[src/rtl/shift_iter.sv]
// Iterative shift/mask unit: SLL, SRL, SRA or a word of n leading ones.
// It shifts at most STEP bit positions per BUSY cycle, with valid/ready on both sides.
module shift_iter #(
  parameter int STEP = 4
) (
  input  logic        clk,
  input  logic        reset,
  input  logic        flush,
  input  logic        in_valid,
  output logic        in_ready,
  input  logic [1:0]  op,
  input  logic [31:0] operand,
  input  logic [5:0]  count,
  output logic        out_valid,
  input  logic        out_ready,
  output logic [31:0] result,
  output logic [1:0]  dbg_state
);

  // Handshake: a transfer happens on a rising edge where valid & ready are both 1.
  // The producer holds its payload stable while valid is 1 and ready is 0.
  // in_ready depends only on state. out_valid and result come straight from registers.

  typedef enum logic [1:0] {
    IDLE = 2'd0,
    BUSY = 2'd1,
    DONE = 2'd2
  } state_t;

  localparam logic [1:0] OP_SLL  = 2'b00;
  localparam logic [1:0] OP_SRA  = 2'b10;
  localparam logic [1:0] OP_LEAD = 2'b11;
  localparam logic [5:0] STEP_C  = 6'(STEP);

  state_t      r_state;
  state_t      w_next;
  logic [31:0] r_acc;
  logic [5:0]  r_rem;
  logic        r_fill;
  logic        r_left;

  logic        w_accept;
  logic [5:0]  w_cnt_eff;
  logic [5:0]  w_k;
  logic [5:0]  w_rem_nxt;
  logic [31:0] w_fill_mask;
  logic [31:0] w_acc_step;

  assign in_ready  = (r_state == IDLE);
  assign out_valid = (r_state == DONE);
  assign result    = r_acc;
  assign dbg_state = r_state;

  assign w_accept  = in_ready & in_valid & ~flush;

  // LEAD_ONES saturates at 32. Shifts use only the low five count bits.
  assign w_cnt_eff = (op == OP_LEAD) ? ((count > 6'd32) ? 6'd32 : count)
                                     : {1'b0, count[4:0]};

  assign w_k         = (r_rem < STEP_C) ? r_rem : STEP_C;
  assign w_rem_nxt   = r_rem - w_k;
  assign w_fill_mask = r_fill ? ~(32'hFFFF_FFFF >> w_k) : 32'h0;
  // The left shift always fills with 0, so it needs no mask.
  assign w_acc_step  = r_left ? (r_acc << w_k) : ((r_acc >> w_k) | w_fill_mask);

  always_comb begin
    w_next = r_state;
    case (r_state)
      IDLE: if (w_accept) w_next = BUSY;
      BUSY: begin
        if (flush)                  w_next = IDLE;
        else if (w_rem_nxt == 6'd0) w_next = DONE;
      end
      DONE: if (out_ready || flush) w_next = IDLE;
      default: w_next = IDLE;
    endcase
  end

  always_ff @(posedge clk) begin
    if (reset) begin
      r_state <= IDLE;
      r_acc   <= 32'h0;
      r_rem   <= 6'd0;
      r_fill  <= 1'b0;
      r_left  <= 1'b0;
    end else begin
      r_state <= w_next;
      if (w_accept) begin
        r_acc  <= (op == OP_LEAD) ? 32'h0 : operand;
        r_rem  <= w_cnt_eff;
        r_left <= (op == OP_SLL);
        r_fill <= (op == OP_LEAD) | ((op == OP_SRA) & operand[31]);
      end else if (r_state == BUSY && !flush) begin
        r_acc <= w_acc_step;
        r_rem <= w_rem_nxt;
      end
    end
  end

endmodule
[config.mk]
export PLATFORM = sky130hd
export DESIGN_NAME = shift_iter
export DESIGN_NICKNAME = d
export VERILOG_FILES = /design/src/rtl/shift_iter.sv
export SDC_FILE = /design/constraint.sdc
export NUM_CORES = 1
export LEC_CHECK = 0
export ABC_AREA = 1
export BUFFER_PORTS_ARGS = -buffer_cell sky130_fd_sc_hd__buf_2
export CAP_MARGIN = 40
export CORE_MARGIN = 2
export CORE_UTILIZATION = 61
export CTS_CLUSTER_DIAMETER = 200
export DETAILED_ROUTE_END_ITERATION = 16
export HOLD_SLACK_MARGIN = 0.12
export MAX_ROUTING_LAYER = met4
export PLACE_DENSITY = 0.87
export SLEW_MARGIN = 10
export SYNTH_ARGS = -nofsm -noshare
export SYNTH_HDL_FRONTEND = slang
export SYNTH_SLANG_ARGS = --single-unit
[constraint.sdc]
create_clock -name clk -period 4.3 [get_ports clk]
set_input_delay 0.43 -clock clk [delete_from_list [all_inputs] [get_ports clk]]
set_output_delay 0.43 -clock clk [all_outputs]
set_load 0.05 [all_outputs]
## Yosys cells after proc, flatten, opt, wreduce, memory -nomap -nowiden

Cells that the tools add are included.

- Flip-flop bits (word level): 42
- Input bits: 45
- Output and inout bits: 36
- Word-level logic and storage cells: 48

- Add/subtract/negate cells: 1
- $lt $le $gt $ge: 2
- Eq/ne operators: 7
- Shift operators: 3
- Mux-type cells: 15
- Bitwise operators: 7
- Reduce and logical (&&, ||, !) cells: 8

Operator list:

| cell | number |
|---|---|
| 32-bit two-way mux | 5 |
| 32-bit NOT | 1 |
| 32-bit OR | 1 |
| 32-bit by 6-bit left shift with 32-bit output | 1 |
| 32-bit by 6-bit right shift with 32-bit output | 1 |
| 32-bit by 6-bit right shift with 32-bit output, first input constant | 1 |
| 6-bit two-way mux | 5 |
| 2-bit two-way mux | 4 |
| 2-bit equality test, second input constant | 3 |
| 6-bit greater-than comparator, second input constant | 1 |
| 6-bit logical NOT | 1 |
| 6-bit by 3-bit less-than comparator with 1-bit output, second input constant | 1 |
| 2-bit one-hot mux with 3 select lines | 1 |
| 6-bit subtractor | 1 |
| 2-bit logical NOT | 2 |
| 2-bit by 1-bit != test with 1-bit output, second input constant | 2 |
| 1-bit bitwise AND | 3 |
| 3-bit != test, second input constant | 1 |
| 3-bit AND reduction | 1 |
| 2-bit by 1-bit equality test with 1-bit output, second input constant | 1 |
| 2-bit nonzero test | 1 |
| 1-bit logical AND | 1 |
| 1-bit logical NOT | 1 |
| 1-bit logical OR | 1 |
| 2 further kinds | 2 |

## Longest topological paths before layout

Gate-level depths: netlist of the first run.

- Word-level depth: 9
- Mapped depth: 14
- Mapped depth without buffers: 13

## Worst setup path after synthesis of the first run

OpenSTA, ideal clock, no wires.

- Kind: register to register
- Start point: register r_state[1], in the netlist dbg_state[1]
- End point: register r_state[0], in the netlist dbg_state[0]
- Setup time: 67 ps
- Data arrival time: 2024 ps
- Data required time: 4233 ps
- Path slack: 2208 ps
- Cell stages (with the launch flop): 11
- Path buffers: 0
- Clock period less this slack: 2092 ps
- Path through: dfxtp_1 inv_1 nor2_1 nand2_1 nand2_1 inv_1 nand3_1 nor2_1 nand2_1 a21oi_1 nor2_1

- Elaborated cells between the ends (all ways): 10
- Those cells by class: eq/ne (5); mux (1); bitwise (2); reduce/logical (2)

RTL lines:

| element | RTL line | text |
|---|---|---|
| from (decl) | 35 | `state_t r_state;` |
| from (signal assigned) | 87 | `r_state <= w_next;` |
| 2-bit equality test * | - |  |
| via out_valid | 14 | `output logic out_valid,` |
| 2-bit by 1-bit != test with 1-bit output (no line) | - |  |
| 3-bit AND reduction (no line) | - |  |

Mark *: on every way through the listed nets, which the timed path passes. The rest lies on a longest branch.
A chain may end at the register's enable or synchronous reset.

## Final worst setup path of the first run

- Start point: register r_rem[4]
- End point: register r_acc[31], in the netlist result[31]

- Word-level cells in the longest chain between the ends: 9
- Elaborated cells between the ends (all ways): 11
- Those cells by class: order compare (1); shift (3); mux (5); bitwise (2)

Ends and longest elaborated chain:

| element | RTL line | text |
|---|---|---|
| from (decl) | 38 | `logic [5:0] r_rem;` |
| from (signal assigned) | 90 | `r_rem <= w_cnt_eff;` |
| from (signal assigned) | 95 | `r_rem <= w_rem_nxt;` |
| 6-bit by 3-bit less-than comparator with 1-bit output | 60 | `assign w_k = (r_rem < STEP_C) ? r_rem : STEP_C;` |
| 6-bit two-way mux * | 60 |  |
| 32-bit by 6-bit right shift with 32-bit output | 62 | `assign w_fill_mask = r_fill ? ~(32'hFFFF_FFFF >> w_k) : 32'h0;` |
| 32-bit NOT | 62 |  |
| 32-bit two-way mux | 62 |  |
| 32-bit OR | 64 | `assign w_acc_step = r_left ? (r_acc << w_k) : ((r_acc >> w_k) \| w_fill_mask);` |
| 32-bit two-way mux * | 64 |  |
| 32-bit two-way mux * | 93 | `end else if (r_state == BUSY && !flush) begin` |
| 32-bit two-way mux * | 88 | `if (w_accept) begin` |
| to (signal assigned) | 89 | `r_acc <= (op == OP_LEAD) ? 32'h0 : operand;` |
| to (signal assigned) | 94 | `r_acc <= w_acc_step;` |
| to (decl) | 37 | `logic [31:0] r_acc;` |

Every way passes the cells marked *; elsewhere a longest branch is shown, timed or not. The select of a mux whose other input is x is not followed.

==> results of run 1 <==
critical path, cell delays in order, from the launching register on:
cell and delay, ns:
dfxtp_1 0.35, nor2_2 0.48, nand3_2 0.33, inv_2 0.74, nand2_1 0.22, o21ai_1 0.31
inv_1 0.09, o21ai_0 0.19, a21oi_1 0.07
area by class of cell:
class                           count  area (sq um)  area share
Clock inverter                      2         10.01    0.002241
Sequential cell                    42         840.8      0.1882
Tap cell                           77         96.34     0.02157
Timing Repair Buffer               90         523.0      0.1171
Clock buffer                        5         68.82     0.01541
Multi-Input combinational cell    609          2721      0.6092
Inverter                           55         206.4     0.04622
power by group through the flow:
stage / logic [mW] / registers, mW / clock network (mW)
detailed placement: 1.03 / 0.510 / 0
global route: 1.17 / 0.510 / 0.276
global placement: 1.00 / 0.509 / 0
finish: 1.05 / 0.504 / 0.260
floorplan: 0.689 / 0.632 / 0
CTS: 1.03 / 0.501 / 0.261
worst paths after layout:
path	slack [ns]	to	cells past startpoint	startpoint
max reg2reg	1.42	result[31]	8	r_rem[4]
max	1.42	result[31]	8	r_rem[4]
min	0.37	result[22]	3	operand[22]
min reg2reg	0.51	r_rem[1]	2	r_rem[1]
cell usage after synthesis (all sizes together):
cell type | n | area share
xor2 | 1 | 0.0022
nand2 | 263 | 0.25
conb | 1 | 0.00094
nand3b | 1 | 0.0019
o21a | 2 | 0.0038
buf | 26 | 0.034
nand4 | 9 | 0.014
nand3 | 90 | 0.12
ha | 1 | 0.0031
o211ai | 2 | 0.0038
a31oi | 1 | 0.0016
dfxtp | 42 | 0.21
inv | 55 | 0.052
nor2 | 71 | 0.076
o21ai | 75 | 0.094
clkbuf | 22 | 0.021
a21oi | 92 | 0.12
metrics by stage:
stage	std cells	worst slack, ns	total power, mW
after global routing	880	1.187	1.956
after detailed placement	873	1.504	1.540
after global placement	868	1.333	1.513
after CTS	880	1.506	1.796
final	880	1.419	1.818
after floorplan	754	2.208	1.321
cell families after synthesis:
kind of cell             Yosys count
AND/OR/NAND/NOR                  434
flip-flops                        42
adder cells (fa/ha/maj)            1
AO/OA/AOI/OAI                    172
buffers and inverters            103
XOR/XNOR                           1
other                              1
registers in the layout, indices dropped and copies added, names as in the netlist:
register / cells
result: 32
r_rem: 6
r_left: 1
dbg_state: 2
r_fill: 1
cells in the final DEF, fill, tap and decap left out, types with 4 or more instances in the layout:
cell      synthesis  final
buf_4             4      5
inv_1            51     51
inv_2             4      4
nor2_1           66     65
clkbuf_8          0      5
o21ai_1          30     30
nand3_1          88     88
a21oi_1          92     92
nand4_1           9      9
nand2_1         262    262
dfxtp_1          42     42
o21ai_0          45     45
buf_2            18     80
metal layers:
layer | wire length, um | vias up
met5 | 0 | -
met4 | 301 | 0
met3 | 1090 | 40
met2 | 5801 | 290
met1 | 5432 | 2286
li1 | - | 2569
==> load_flow_metrics.sql, run 1 <==
INSERT INTO impl_metrics (metric_group, metric, value, unit) VALUES
('outcome', 'outcome', 'finished clean', ''),
('synth', 'syn-cell-area', '3984', 'sq um'),
('final_layout', 'final_cell_area', '4467', 'sq um'),
('cts', 'cts.repair.resized', '0', ''),
('timing', 'timing.final.hold_violations', '0', ''),
('worst_setup_path', 'critical_path_required', '4.50', 'ns'),
('cts', 'cts_max_level', '2', ''),
('pwr', 'switching_power', '0.9572', 'mW'),
('pwr', 'ir_drop', '247.8', 'uV'),
('drt', 'route.antenna.remaining_nets', '0', ''),
('global_routing', 'globalRoute.totalOverflow', '0', ''),
('global_routing', 'first_global_vias', '4695', ''),
('pwr', 'power.sequential.fraction', '0.277', ''),
('final_layout', 'antenna_cells_inserted', '0', ''),
('timing', 'min_period', '2.881', 'ns'),
('pwr', 'internal_power', '0.8605', 'mW'),
('timing', 'setup_tns', '0', 'ns'),
('floorplanning', 'initial_core_util', '0.6274', ''),
('global_routing', 'grt_start_max_net_pins', '54', ''),
('run', 'cap_violations', '0', ''),
('global_routing', 'met3_resource_use_gr', '0.04377', ''),
('worst_setup_path', 'critical_path_at', '3.08', 'ns'),
('synth', 'ys.warnings.count', '0', ''),
('worst_setup_path', 'biggest_fanout_along_the_worst_timing_path', '53', ''),
('floorplanning', 'core_area', '6350', 'sq um'),
('drt', 'post_drt_via_cell_ratio', '5.892', ''),
('cts', 'post_cts_setup_driven_buffer_insertion_count', '0', ''),
('timing', 'worstMarginPinSlew', '0.8915', 'ns'),
('synth', 'synth.yosys.seq_area_share', '0.2111', ''),
('placement', 'buffer_ports.inserted', '80', ''),
('pwr', 'p_clk_frac', '0.143', ''),
('floorplanning', 'ios', '81', ''),
('floorplanning', 'fp-row-count', '29', ''),
('synth', 'synth_top_family_by_area', 'simple AND/OR/NAND/NOR gates', ''),
('pwr', 'power-per-cell-area', '406.9', 'nW/um^2'),
('worst_setup_path', 'critical_path.startpoint_type', 'flip-flop', ''),
('synth', 'synth_mux_area_frac', '0', ''),
('cts', 'holdBufCountCts', '0', ''),
('synth', 'synth-adder-area-share', '0.003141', ''),
('final_layout', 'nFillCells', '593', ''),
('cts', 'cts-buffers-inserted', '5', ''),
('synth', 'synth.net_count', '800', ''),
('timing', 'fmax', '347.1', 'MHz'),
('pwr', 'switching_share', '0.5266', ''),
('worst_setup_path', 'timing.critical_path.to_type', 'flip-flop', ''),
('cts', 'tritoncts', 'done', ''),
('synth', 'synth-xor-area-share', '0.002198', ''),
('drt', 'totalWireLength', '12630', 'um'),
('final_layout', 'syn_to_final_growth', '12.12', '%'),
('synth', 'syn_inst', '754', ''),
('final_layout', 'fraction_of_layout_cells_with_a_size_suffix_above_1', '0.1370', ''),
('floorplanning', 'die_h', '84.82', 'um'),
('timing', 'final_setup_violation_count', '0', ''),
('final_layout', 'nets', '849', ''),
('synth', 'post_synth.cell_area_avg', '5.284', 'sq um'),
('timing', 'slew_viol_final', '0', ''),
('drt', 'detail_route.wl_per_cell', '14.35', 'um'),
('synth', 'synth-simple-area-share', '0.4573', ''),
('drt', 'drc', '0', ''),
('worst_setup_path', 'crit_type', 'flip-flop to flip-flop', ''),
('cts', 'clock_root_cell', 'clkbuf_8', ''),
('pwr', 'power_leakage', '2.186', 'nW'),
('placement', 'globalplace.congestion', '0.9413', ''),
('timing', 'slew_margin_rel', '0.4048', ''),
('cts', 'cts.sinks', '42', ''),
('cts', 'ctsLongestPathBuffers', '2', ''),
('synth', 'synth_seq_cells', '42', ''),
('synth', 'synth_compound_area_frac', '0.2189', ''),
('global_routing', 'number_of_antenna_violations_at_the_first_check_in_global_routing', '0', ''),
('timing', 'timing.clock.skew', '0.006528', 'ns'),
('cts', 'cts.reportedPaths.clkPinSlew', '0.09', 'ns');
Note: power is estimated with default switching activity, not from simulation.
==> inputs of run 2 (changes only) <==
--- a/config.mk
+++ b/config.mk
@@ -9,12 +9,12 @@
 export BUFFER_PORTS_ARGS = -buffer_cell sky130_fd_sc_hd__buf_2
 export CAP_MARGIN = 40
 export CORE_MARGIN = 2
-export CORE_UTILIZATION = 61
+export CORE_UTILIZATION = 56
 export CTS_CLUSTER_DIAMETER = 200
 export DETAILED_ROUTE_END_ITERATION = 16
 export HOLD_SLACK_MARGIN = 0.12
 export MAX_ROUTING_LAYER = met4
-export PLACE_DENSITY = 0.87
+export PLACE_DENSITY = 0.81
 export SLEW_MARGIN = 10
 export SYNTH_ARGS = -nofsm -noshare
 export SYNTH_HDL_FRONTEND = slang
==> constraint.sdc (replaced) <==
create_clock -name clk -period 2.9 [get_ports clk]
set_input_delay 0.29 -clock clk [delete_from_list [all_inputs] [get_ports clk]]
set_output_delay 0.29 -clock clk [all_outputs]
set_load 0.05 [all_outputs]
==> run 2 against run 1 <==
Critical path type unchanged. Non-clock buffer count is 4 higher. Core utilization is 3.4 points lower. Die area is 8.5% higher. Total power is 56% higher. Largest power group unchanged. Largest cell class unchanged.
==> load_flow_metrics.sql, run 2 (same netlist as run 1, synthesis figures left out) <==
INSERT INTO impl_metrics (metric_group, metric, value, unit) VALUES
('outcome', 'outcome', 'finished clean', ''),
('worst_setup_path', 'cp_common_cell', 'nand2_1', ''),
('final_layout', 'nFillCells', '689', ''),
('worst_setup_path', 'critical_path.reg2reg.startpoint', 'r_rem[0]', ''),
('global_routing', 'number_of_antenna_violations_at_the_first_check_in_global_routing', '0', ''),
('timing', 'setup_tns', '0', 'ns'),
('timing', 'fmax', '477.9', 'MHz'),
('pwr', 'power_leakage', '2.220', 'nW'),
('placement', 'buffer_ports.inserted', '80', ''),
('cts', 'cts_max_level', '2', ''),
('timing', 'min_period', '2.092', 'ns'),
('global_routing', 'grt_start_max_net_pins', '47', ''),
('pwr', 'p_clk_frac', '0.173', ''),
('timing', 'grt_setup_unrepaired', 'false', ''),
('timing', 'final_setup_violation_count', '0', ''),
('global_routing', 'met3_resource_use_gr', '0.03918', ''),
('pwr', 'ir_drop', '330.8', 'uV'),
('drt', 'detail_route.wl_per_cell', '14.30', 'um'),
('pwr', 'power.sequential.fraction', '0.264', ''),
('drt', 'dr.pass1.iters', '7', ''),
('cts', 'cts.reportedPaths.clkPinSlew', '0.10', 'ns'),
('floorplanning', 'ios', '81', ''),
('cts', 'cts.repair.resized', '0', ''),
('floorplanning', 'die_h', '88.35', 'um'),
('pwr', 'switching_power', '1.437', 'mW'),
('timing', 'timing.clock.skew', '0.006755', 'ns'),
('placement', 'globalplace.congestion', '0.9550', ''),
('global_routing', 'grt.met2_usage', '0.5509', ''),
('cts', 'holdBufCountCts', '0', ''),
('worst_setup_path', 'timing.critical_path.to_type', 'flip-flop', ''),
('pwr', 'internal_power', '1.398', 'mW'),
('final_layout', 'syn_to_final_growth', '14.79', '%'),
('timing', 'worstMarginPinSlew', '0.5733', 'ns'),
('floorplanning', 'fp-row-count', '30', ''),
('final_layout', 'layout_common_cells', '262 x nand2_1, 92 x a21oi_1, 88 x nand3_1, 80 x buf_2, 65 x nor2_1', ''),
('cts', 'clock_latency', '0.31', 'ns'),
('final_layout', 'largest_register_ffs', '32', ''),
('worst_setup_path', 'critical_path.startpoint_type', 'flip-flop', ''),
('pwr', 'share_comb_of_total_power', '0.563', ''),
('global_routing', 'grtUsageMet1', '0.4499', ''),
('drt', 'route.antenna.remaining_nets', '0', ''),
('worst_setup_path', 'timing.critical_path.slowest_stage_cell', 'dfxtp_1', ''),
('timing', 'timing.final.hold_violations', '0', ''),
('worst_setup_path', 'biggest_fanout_along_the_worst_timing_path', '40', ''),
('cts', 'ctsLongestPathBuffers', '2', ''),
('cts', 'clock_root_cell', 'clkbuf_8', ''),
('min_path', 'min-delay-start', 'operand[20]', ''),
('floorplanning', 'initial_core_util', '0.5832', ''),
('global_routing', 'first_global_vias', '4439', ''),
('drt', 'routed-via-count', '5206', ''),
('floorplanning', 'core_area', '6832', 'sq um'),
('worst_setup_path', 'r2r.worst_path.cells', '10', ''),
('min_path', 'whs_endpoint', 'result[20]', ''),
('floorplanning', 'floorplan.die.width', '88.35', 'um'),
('min_path', 'holdPathStages', '3', ''),
('timing', 'slew_margin_rel', '0.6172', ''),
('drt', 'drt_iter0_markers', '489', ''),
('worst_setup_path', 'critical_path_at', '2.30', 'ns'),
('worst_setup_path', 'critical_path_required', '3.11', 'ns'),
('worst_setup_path', 'reg2reg_setup_slack', '0.81', 'ns'),
('global_routing', 'grt_busiest_layer', 'met2', ''),
('global_routing', 'grtUsageTotal', '0.3415', ''),
('final_layout', 'fraction_of_layout_cells_with_a_size_suffix_above_1', '0.1423', ''),
('final_layout', 'antenna_cells_inserted', '0', ''),
('run', 'cap_violations', '0', ''),
('min_path', 'timing.hold.worst.class', 'input port to flip-flop', ''),
('global_routing', 'globalRoute.totalOverflow', '0', ''),
('timing', 'post-route-period-util', '0.7215', ''),
('final_layout', 'mostFrequentLayoutCell', 'nand2_1', ''),
('global_routing', 'grt_pass1_wl', '20960', 'um'),
('worst_setup_path', 'crit_type', 'flip-flop to flip-flop', ''),
('worst_setup_path', 'critical_path.cell_chain', 'inv_1 > nor2_4 > buf_12 > nand2_1 > o21ai_1 > nand2_1 > nand3_1 > nand2_1 > nand2_1 > a21oi_1', ''),
('drt', 'drc', '0', ''),
('cts', 'cts.sinks', '42', ''),
('cts', 'cts-buffers-inserted', '5', ''),
('cts', 'tritoncts', 'done', ''),
('timing', 'worst_hold_slack', '0.2307', 'ns'),
('pwr', 'switching_share', '0.5069', ''),
('drt', 'post_drt_via_cell_ratio', '5.759', ''),
('pwr', 'power-per-cell-area', '619.7', 'nW/um^2'),
('final_layout', 'nets', '853', ''),
('floorplanning', 'floorplan.die_area', '7805', 'sq um'),
('placement', 'detailedPlacementHpwl', '8924', 'um'),
('drt', 'totalWireLength', '12920', 'um'),
('cts', 'post_cts_setup_driven_buffer_insertion_count', '0', ''),
('worst_setup_path', 'r2r_end', 'result[12]', ''),
('timing', 'slew_viol_final', '0', ''),
('worst_setup_path', 'critical_path.max_stage_delay', '0.55', 'ns');
## run 2: worst max-delay path by stage
stage	startpoint	end	slack, ns	cells after the start
finish	r_rem[0]	result[12]	0.81	10
global route	r_rem[0]	result[12]	0.63	10
CTS	r_rem[0]	result[4]	0.89	10
detailed placement	r_rem[0]	result[4]	0.92	10
global placement	r_rem[4]	result[8]	0.97	12
floorplan	dbg_state[1]	dbg_state[0]	0.81	10
## run 2: layout make-up
type / instances / area (sq um) / share of cell area
flip-flops and latches: 42 / 840.8 / 0.1839
well taps: 96 / 120.1 / 0.02627
inverters: 55 / 206.4 / 0.04514
clock inverters: 3 / 45.04 / 0.009850
clock buffers: 5 / 68.82 / 0.01505
multi-input cells: 609 / 2721 / 0.5951
repair buffers: 94 / 570.5 / 0.1248
## run 2: power by group through the flow
stage / registers, mW / clock network, mW / logic (mW)
2_1_floorplan: 0.936 / 0 / 1.02
6_report: 0.748 / 0.491 / 1.59
4_1_cts: 0.745 / 0.507 / 1.57
3_5_place_dp: 0.758 / 0 / 1.56
3_3_place_gp: 0.756 / 0 / 1.54
5_1_grt: 0.759 / 0.522 / 1.76
## run 2: worst max-delay path, delay by kind of cell (launching register included)
family	cells	cell delay [ns]
AND/OR/NAND/NOR	6	0.77
flip-flops	1	0.55
AO/OA/AOI/OAI	2	0.20
buffers and inverters	2	0.45
## run 2: layer usage
layer  up-vias  share of wire
met5         -              0
met2       292           0.47
met4         0          0.026
met3        37          0.085
met1      2302           0.42
li1       2575              -
## run 2: metrics by stage
stage          instances  instance area, sq um  setup slack [ns]    util  power (mW)
6_report             904                  4573            0.8077  0.6694       2.834
5_1_grt              904                  4573            0.6292  0.6694       3.047
4_1_cts              904                  4573            0.8920  0.6694       2.821
3_5_place_dp         896                  4459            0.9155  0.6527       2.321
3_3_place_gp         894                  4417            0.9690  0.6465       2.299
2_1_floorplan        754                  3984            0.8084       -       1.959
